`config.mk`:
```
export PLATFORM = sky130hd
export DESIGN_NAME = veri_bellek_hakemi
export DESIGN_NICKNAME = d
export VERILOG_FILES = /design/src/rtl/veri_bellek_hakemi_pkg.sv /design/src/rtl/veri_bellek_hakemi_oncelik.sv /design/src/rtl/veri_bellek_hakemi.sv
export SDC_FILE = /design/constraint.sdc
export NUM_CORES = 1
export LEC_CHECK = 0
export CORE_AREA = 2 2 120 122
export CTS_CLUSTER_SIZE = 20
export DETAILED_ROUTE_END_ITERATION = 7
export DIE_AREA = 0 0 122 124
export GPL_ROUTABILITY_DRIVEN = 1
export GPL_TIMING_DRIVEN = 0
export PLACE_DENSITY = 0.78
export RECOVER_POWER = 25
export SYNTH_ARGS = -nofsm -noshare
export SYNTH_HDL_FRONTEND = slang
export SYNTH_HIERARCHICAL = 1
export SYNTH_SLANG_ARGS = --single-unit
```
`constraint.sdc`:
```
create_clock -name clk_i -period 6.7 [get_ports clk_i]
set_input_delay 1.34 -clock clk_i [delete_from_list [all_inputs] [get_ports clk_i]]
set_output_delay 1.34 -clock clk_i [all_outputs]
set_load 0.01 [all_outputs]
```
`src/rtl/veri_bellek_hakemi_pkg.sv`:
```
// ============================================================================
// Module : veri_bellek_hakemi_pkg
// Brief  : Shared state encodings, requester ids and constants for the
//          data-memory port arbiter.
// Rev    : 1.0 - initial release
// ============================================================================
`default_nettype none

package veri_bellek_hakemi_pkg;

    typedef enum logic [1:0] {
        HKM_BOSTA = 2'd0,
        HKM_ISTEK = 2'd1,
        HKM_YANIT = 2'd2
    } hkm_durum_e;

    localparam logic HKM_IST0 = 1'b0;
    localparam logic HKM_IST1 = 1'b1;

    // Read data handed back to the owner when a transaction times out.
    localparam logic [31:0] HKM_HATA_VERI = 32'h0;

endpackage

`default_nettype wire

```
`src/rtl/veri_bellek_hakemi_oncelik.sv`:
```
// ============================================================================
// Module : hakem_oncelik_secici
// Brief  : Combinational two-way round-robin pick; oncelik names the
//          requester that wins when both ask at once.
// Rev    : 1.0 - initial release
// ============================================================================
`default_nettype none

module hakem_oncelik_secici
    import veri_bellek_hakemi_pkg::*;
(
    input  logic       sec0_i,
    input  logic       sec1_i,
    input  logic       oncelik_i,
    output logic       secilen_o,
    output logic       gecerli_o
);

    always_comb begin
        secilen_o = HKM_IST0;
        gecerli_o = sec0_i | sec1_i;
        if (sec0_i && sec1_i) begin
            secilen_o = oncelik_i;
        end else if (sec1_i) begin
            secilen_o = HKM_IST1;
        end
    end

endmodule

`default_nettype wire

```
`src/rtl/veri_bellek_hakemi.sv`:
```
// ============================================================================
// Module : veri_bellek_hakemi
// Brief  : Two-requester round-robin arbiter/sequencer for the single
//          data-memory port, with response timeout.
// Rev    : 1.0 - initial release
// ============================================================================
`default_nettype none

module veri_bellek_hakemi
    import veri_bellek_hakemi_pkg::*;
#(
    parameter int ZAMAN_ASIMI = 64,
    parameter int ADR_W       = 32,
    parameter int VERI_W      = 32
) (
    input  logic                clk_i,
    input  logic                rst_i,

    input  logic                ist0_sec_i,
    input  logic [ADR_W-1:0]    ist0_adr_i,
    input  logic [VERI_W-1:0]   ist0_veri_i,
    input  logic [VERI_W/8-1:0] ist0_maske_i,
    output logic [VERI_W-1:0]   ist0_veri_o,
    output logic                ist0_durdur_o,

    input  logic                ist1_sec_i,
    input  logic [ADR_W-1:0]    ist1_adr_i,
    input  logic [VERI_W-1:0]   ist1_veri_i,
    input  logic [VERI_W/8-1:0] ist1_maske_i,
    output logic [VERI_W-1:0]   ist1_veri_o,
    output logic                ist1_durdur_o,

    output logic                bellek_istek_o,
    output logic [ADR_W-1:0]    bellek_adr_o,
    output logic [VERI_W-1:0]   bellek_veri_o,
    output logic [VERI_W/8-1:0] bellek_maske_o,
    input  logic                bellek_kabul_i,
    input  logic                bellek_yanit_i,
    input  logic [VERI_W-1:0]   bellek_veri_i,

    output logic                hata_o
);

    localparam int                 c_MASKE_W   = VERI_W / 8;
    localparam int                 c_SAYAC_W   = $clog2(ZAMAN_ASIMI);
    localparam logic [c_SAYAC_W-1:0] c_SAYAC_SON = c_SAYAC_W'(ZAMAN_ASIMI - 1);
    localparam logic [VERI_W-1:0]  c_HATA_VERI = VERI_W'(HKM_HATA_VERI);

    hkm_durum_e             durum_q, durum_d;
    logic                   sahip_q, sahip_d;
    logic                   oncelik_q, oncelik_d;
    logic [c_SAYAC_W-1:0]   sayac_q, sayac_d;
    logic                   istek_q, istek_d;
    logic [ADR_W-1:0]       adr_q, adr_d;
    logic [VERI_W-1:0]      veri_q, veri_d;
    logic [c_MASKE_W-1:0]   maske_q, maske_d;

    logic                   w_secilen;
    logic                   w_gecerli;
    logic                   w_sahip_sec;
    logic                   w_tamam;
    logic                   w_hata;
    logic [VERI_W-1:0]      w_donus_veri;

    hakem_oncelik_secici u_secici (
        .sec0_i    (ist0_sec_i),
        .sec1_i    (ist1_sec_i),
        .oncelik_i (oncelik_q),
        .secilen_o (w_secilen),
        .gecerli_o (w_gecerli)
    );

    assign w_sahip_sec = (sahip_q == HKM_IST1) ? ist1_sec_i : ist0_sec_i;

    always_comb begin
        durum_d   = durum_q;
        sahip_d   = sahip_q;
        oncelik_d = oncelik_q;
        sayac_d   = sayac_q;
        istek_d   = istek_q;
        adr_d     = adr_q;
        veri_d    = veri_q;
        maske_d   = maske_q;
        w_tamam   = 1'b0;
        w_hata    = 1'b0;

        case (durum_q)
            HKM_BOSTA: begin
                if (w_gecerli) begin
                    sahip_d = w_secilen;
                    adr_d   = (w_secilen == HKM_IST1) ? ist1_adr_i   : ist0_adr_i;
                    veri_d  = (w_secilen == HKM_IST1) ? ist1_veri_i  : ist0_veri_i;
                    maske_d = (w_secilen == HKM_IST1) ? ist1_maske_i : ist0_maske_i;
                    istek_d = 1'b1;
                    durum_d = HKM_ISTEK;
                end
            end
            HKM_ISTEK: begin
                // Acceptance wins over a simultaneous withdrawal: memory already owns it.
                if (bellek_kabul_i) begin
                    istek_d = 1'b0;
                    if (bellek_yanit_i) begin
                        w_tamam = 1'b1;
                        durum_d = HKM_BOSTA;
                    end else begin
                        sayac_d = '0;
                        durum_d = HKM_YANIT;
                    end
                end else if (!w_sahip_sec) begin
                    istek_d = 1'b0;
                    durum_d = HKM_BOSTA;
                end
            end
            HKM_YANIT: begin
                sayac_d = sayac_q + 1'b1;
                if (bellek_yanit_i) begin
                    w_tamam = 1'b1;
                    durum_d = HKM_BOSTA;
                end else if (sayac_q == c_SAYAC_SON) begin
                    w_tamam = 1'b1;
                    w_hata  = 1'b1;
                    durum_d = HKM_BOSTA;
                end
            end
            default: begin
                istek_d = 1'b0;
                durum_d = HKM_BOSTA;
            end
        endcase

        if (w_tamam) begin
            oncelik_d = ~sahip_q;
        end
    end

    always_ff @(posedge clk_i or posedge rst_i) begin
        if (rst_i) begin
            durum_q   <= HKM_BOSTA;
            sahip_q   <= HKM_IST0;
            oncelik_q <= HKM_IST0;
            sayac_q   <= '0;
            istek_q   <= 1'b0;
            adr_q     <= '0;
            veri_q    <= '0;
            maske_q   <= '0;
        end else begin
            durum_q   <= durum_d;
            sahip_q   <= sahip_d;
            oncelik_q <= oncelik_d;
            sayac_q   <= sayac_d;
            istek_q   <= istek_d;
            adr_q     <= adr_d;
            veri_q    <= veri_d;
            maske_q   <= maske_d;
        end
    end

    assign w_donus_veri = w_hata ? c_HATA_VERI : bellek_veri_i;

    assign ist0_durdur_o = ist0_sec_i & ~(w_tamam & (sahip_q == HKM_IST0));
    assign ist1_durdur_o = ist1_sec_i & ~(w_tamam & (sahip_q == HKM_IST1));
    assign ist0_veri_o   = (w_tamam && sahip_q == HKM_IST0) ? w_donus_veri : '0;
    assign ist1_veri_o   = (w_tamam && sahip_q == HKM_IST1) ? w_donus_veri : '0;

    assign bellek_istek_o = istek_q;
    assign bellek_adr_o   = adr_q;
    assign bellek_veri_o  = veri_q;
    assign bellek_maske_o = maske_q;
    assign hata_o         = w_hata;

endmodule

`default_nettype wire

```
[Yosys cells after proc, flatten, opt, wreduce, memory -nomap -nowiden]
Index checks and enable logic that the tools add are counted.
Operators by class
  muxes and demuxes: 30
  bitwise operators: 9
  add/sub/neg operators: 1
  equal/unequal tests: 8
  reduce and logical (&&, ||, !) cells: 9
Operators with widths (count)
  $mux W32: 5
  $mux W1: 12
  $mux W2: 6
  $mux W6: 2
  $pmux W6 S2: 1
  $reduce_and A3 Y1: 3
  $add A6 B1 Y6 const B: 1
  $eq A6 B6 Y1 const B: 1
  $ne A3 B3 Y1 const B: 2
  $pmux W2 S3: 1
  $and A1 B1 Y1: 4
  $mux W4: 1
  $ne A2 B2 Y1 const B: 2
  $not A1 Y1: 4
  $logic_and A1 B1 Y1: 3
  $pmux W1 S3: 1
  $eq A2 B1 Y1 const B: 1
  $eq A2 B2 Y1 const B: 1
  $logic_not A2 Y1: 1
  $ne A2 B1 Y1 const B: 1
  $pmux W1 S2: 1
  $reduce_and A2 Y1: 1
  $reduce_bool A2 Y1: 1
  $or A1 B1 Y1: 1
Storage, ports and cells
  logic and storage cells: 65
  output and inout port bits: 136
  register bits: 79

[Depth between registers and ports, before layout]
  depth in word-level cells: 7
  depth in mapped cells: 8

[Modules after synthesis]
The synthesis kept the hierarchy.
By module, submodules not included
  veri_bellek_hakemi: area each 4267.8 um^2, cells an instance 443, times used 1, sequential area each 1976.9 um^2
  hakem_oncelik_secici: area each 17.5 um^2, cells an instance 3, times used 1, sequential area each 0.0 um^2

[Worst setup path before layout]
Ideal clock, no wire load.
  path type: in2out
  start: input bellek_yanit_i
  end: output ist0_veri_o[10]
  arrival time: 1.989 ns
  required time: 5.360 ns
  path slack: 3.371 ns
  stages: 5
  cell sequence: nand2_1 -> nor2_2 -> buf_4 -> clkbuf_2 -> and3_1
On the way
  longest elaborated chain between the ends: 5
Ends and longest elaborated chain
  start, declared: line veri_bellek_hakemi.sv:38  | input logic bellek_yanit_i,
  $mux W1: line veri_bellek_hakemi.sv:102  | if (bellek_yanit_i) begin
  $mux W1: line veri_bellek_hakemi.sv:100  | if (bellek_kabul_i) begin
  $pmux W1 S2: line veri_bellek_hakemi.sv:87  | case (durum_q)
  $logic_and A1 B1 Y1: line veri_bellek_hakemi.sv:162  | assign ist0_veri_o = (w_tamam && sahip_q == HKM_IST0) ? w_donus_veri : '0;
  $mux W32 (*): line veri_bellek_hakemi.sv:162
  end, declared: line veri_bellek_hakemi.sv:23  | output logic [VERI_W-1:0] ist0_veri_o,
Every way passes the cells marked *; elsewhere a longest branch is shown, timed or not.

[Final worst setup path]
  start: input bellek_kabul_i
  end: output ist1_veri_o[14]
On the way
  longest elaborated chain between the ends: 4
Ends and longest elaborated chain
  start, declared: line veri_bellek_hakemi.sv:37  | input logic bellek_kabul_i,
  $mux W1: line veri_bellek_hakemi.sv:100
  $pmux W1 S2: line veri_bellek_hakemi.sv:87
  $logic_and A1 B1 Y1: line veri_bellek_hakemi.sv:163  | assign ist1_veri_o = (w_tamam && sahip_q == HKM_IST1) ? w_donus_veri : '0;
  $mux W32: line veri_bellek_hakemi.sv:163
  end, declared: line veri_bellek_hakemi.sv:30  | output logic [VERI_W-1:0] ist1_veri_o,
No other way between the ends.

==> results.json <==
{
  "status": "finished clean",
  "drtPass1Iterations": 4,
  "dp_hpwl_mm": 13.2,
  "fillers": 1197,
  "boundaryPins": 310,
  "dpl_worst_slack_ns": 2.06,
  "maxCapViolations": 0,
  "drc_errors": 0,
  "fmax_ghz": 0.215,
  "drt_iter0_drc": 142,
  "routedWlPerCell_um": 17.4,
  "start_util_pct": 31.2,
  "synth_flop_cell": "dfrtp_1",
  "die_area_um2": 15100,
  "clkSinkCount": 79,
  "die_x_um": 122,
  "met1_usage_pct": 21.8,
  "p_sw_share_pct": 36.2,
  "postSynth.asyncResetShare_pct": 100,
  "slew_headroom_pct": 67.1,
  "clk_pin_slew_worst_paths_ns": 0.05,
  "slew_violations": 0,
  "ys_seq_elements": 79,
  "clock_power_share_pct": 19.1,
  "power_uw": 2770,
  "antenna_cells": 0,
  "grt_use_met3_pct": 6.96,
  "grt_overflow_total": 0,
  "viasPerCell": 4.87,
  "cp_slowest_cell": "clkdlybuf4s50_1",
  "max-vdd-ir-drop_mv": 0.202,
  "worstPathArrival_ns": 3.32,
  "coreArea_um2": 13700,
  "fin_nets": 945,
  "fin_crit_sh_pct": 69.6,
  "placed_cells": 936,
  "rsz0062_at_grt": "no",
  "yosysSeqAreaShare_pct": 46.1,
  "power_density_nw_per_um2": 349,
  "use_met2_pct": 38.9,
  "numPortBuffers": 309,
  "p_int_uw": 1770,
  "drive_gt1_share_pct": 7.51,
  "period_needed_ns": 4.66,
  "root_buffer": "clkbuf_16",
  "die_h_um": 124,
  "clk_latency_ns": 0.33,
  "grt_pass1_wl_mm": 24.3,
  "critPathKind": "in2out",
  "min_path_type": "reg2reg",
  "yosysMostFrequentCell": "dfrtp_1",
  "syn_inst": 446,
  "h-tree-depth": 3,
  "synth_cell_types": 36,
  "yosys-top-cells-count": "79 x dfrtp_1, 73 x nor2_1, 70 x a21oi_1, 70 x mux2i_1, 63 x and3_1",
  "cpMostUsedCell": "clkdlybuf4s50_1",
  "cpPeakStageDelay_ns": 0.58,
  "grt_max_degree": 73,
  "end_kind": "output pin",
  "busiest_layer": "met2",
  "antenna_found_initial": 0,
  "postSynthAreaPerCell_um2": 9.61,
  "yosys.area.top_type": "dfrtp_1",
  "startpoint_type": "primary input",
  "rows": 43,
  "synthTopCellsByArea": "dfrtp_1 46%, mux2i_1 16%, and3_1 9.2%",
  "first_global_vias": 4734,
  "syn-num-nets": 624,
  "setup_viol": 0,
  "ant_nets": 0,
  "dr_total_vias": 4634,
  "yosys_warnings": 6,
  "cts_hold_buf": 0,
  "worstPathRequired_ns": 5.36,
  "setup_tns_ns": 0,
  "p_switching_uw": 1000,
  "cts_tree": "built",
  "post_cts_buffers": 0,
  "critPathMaxFanout": 10,
  "setup_slack_ns": 2.04,
  "p_seq_share_pct": 29.7,
  "grtUsageTotal_pct": 20.8,
  "tightest_slew_ns": 0.490,
  "ctsLongestPathBuffers": 2,
  "gp_congestion": 0.932,
  "power_frac_comb_pct": 51.3,
  "layoutNonFillerInstCount": 952,
  "cts.repair.resized": 0,
  "crit_path_cell_trace": "clkdlybuf4s50_1 > a21oi_2 > nor2_2 > buf_4 > clkbuf_2 > and3_1 > clkdlybuf4s50_1",
  "skew_ns": 0.00909,
  "yosysTopAreaCellShare_pct": 46.1,
  "wl_mm": 16.6,
  "synth_edf_count": 0,
  "syn_area_um2": 4290,
  "cellLeakagePower_uw": 0.00348,
  "hold_violations": 0,
  "area_delta_synth_final_pct": 85.7,
  "cts_made_buffers": 9
}
state kept, by name, indices dropped and copies added, names as in the netlist:
register and cells:
oncelik_q 1, sahip_q 1, sayac_q 6, bellek_istek_o 1, bellek_veri_o 32, bellek_adr_o 32, bellek_maske_o 4, durum_q 2
power by group through the flow:
| stage | registers, uW | clock network [uW] | logic [uW] |
|---|---|---|---|
| floorplan | 913 | 0 | 564 |
| global placement | 815 | 0 | 1410 |
| detailed placement | 829 | 0 | 1430 |
| CTS | 824 | 546 | 1440 |
| global route | 852 | 564 | 1550 |
| finish | 823 | 529 | 1420 |
worst max-delay path, delay by kind of cell:
family | cells | cell delay, ns
AO/OA/AOI/OAI | 1 | 0.08
buffers and inverters | 4 | 1.54
AND/OR/NAND/NOR | 2 | 0.35
cells by family (layout without fill, tap and decap cells):
group / Yosys count / count (layout) / synth area share, %
compound gates: 83 / 83 / 10.7
xor+xnor: 3 / 3 / 0.613
fa+ha+maj: 4 / 4 / 1.17
buf+inv: 44 / 370 / 5.40
flops: 79 / 79 / 46.1
mux: 71 / 71 / 16.6
simple gates: 162 / 162 / 19.4
worst paths after layout:
check | depth (start not counted) | end | from | slack [ns]
worst max register to register | 7 | bellek_veri_o[27]$_DFFE_PP0P_ | durum_q[0]$_DFFE_PP0P_ | 4.98
worst max-delay path | 7 | ist1_veri_o[14] | bellek_kabul_i | 2.04
worst min register to register | 1 | oncelik_q$_DFFE_PP0N_ | oncelik_q$_DFFE_PP0N_ | 0.50
max in group asynchronous | 3 | bellek_veri_o[18]$_DFFE_PP0P_ | rst_i | 4.53
worst min-delay path | 1 | oncelik_q$_DFFE_PP0N_ | oncelik_q$_DFFE_PP0N_ | 0.50
min in group asynchronous | 2 | bellek_adr_o[9]$_DFFE_PP0P_ | rst_i | 1.48
stage by stage:
stage / util, % / instance area (um2) / hold WS, ns
final: 58.0 / 7960 / 0.499
after global routing: 58.0 / 7960 / 0.530
after CTS: 58.0 / 7960 / 0.500
after detailed placement: 55.6 / 7630 / 0.487
after global placement: 55.4 / 7600 / 0.478
after floorplan: - / 4290 / 0.464
layout make-up:
| cell class | count | area (um2) | area share (%) |
|---|---|---|---|
| timing repair buffer | 310 | 3120 | 39.2 |
| multi-input combinational | 323 | 2080 | 26.1 |
| sequential | 79 | 1980 | 24.8 |
| clock buffer | 11 | 243 | 3.05 |
| tap | 180 | 225 | 2.83 |
| buffer | 38 | 209 | 2.63 |
| clock inverter | 5 | 81.3 | 1.02 |
| inverter | 6 | 23.8 | 0.299 |
per-layer routing:
layer	vias up	share of wire, %
li1	2202	-
met1	2162	36
met2	245	52
met3	25	10
met4	0	1.8
met5	-	0
layout by cell type, fill, tap and decap left out, types with 2 or more instances in the layout:
cell type          n
nor3b_1            2
nand2b_1           3
nor2_1            73
bufinv_16          2
clkdlybuf4s50_1  308
clkbuf_2           6
clkbuf_16          9
xnor2_1            3
o32a_2             2
o21a_1             2
nand3_1            6
a21oi_1           70
clkbuf_1           8
mux2i_1           70
inv_1              5
o21ai_0            3
buf_6              4
nand2_1            6
and3_1            63
buf_2             20
dfrtp_1           79
ha_1               4
Note: power is estimated with default switching activity, not from simulation.
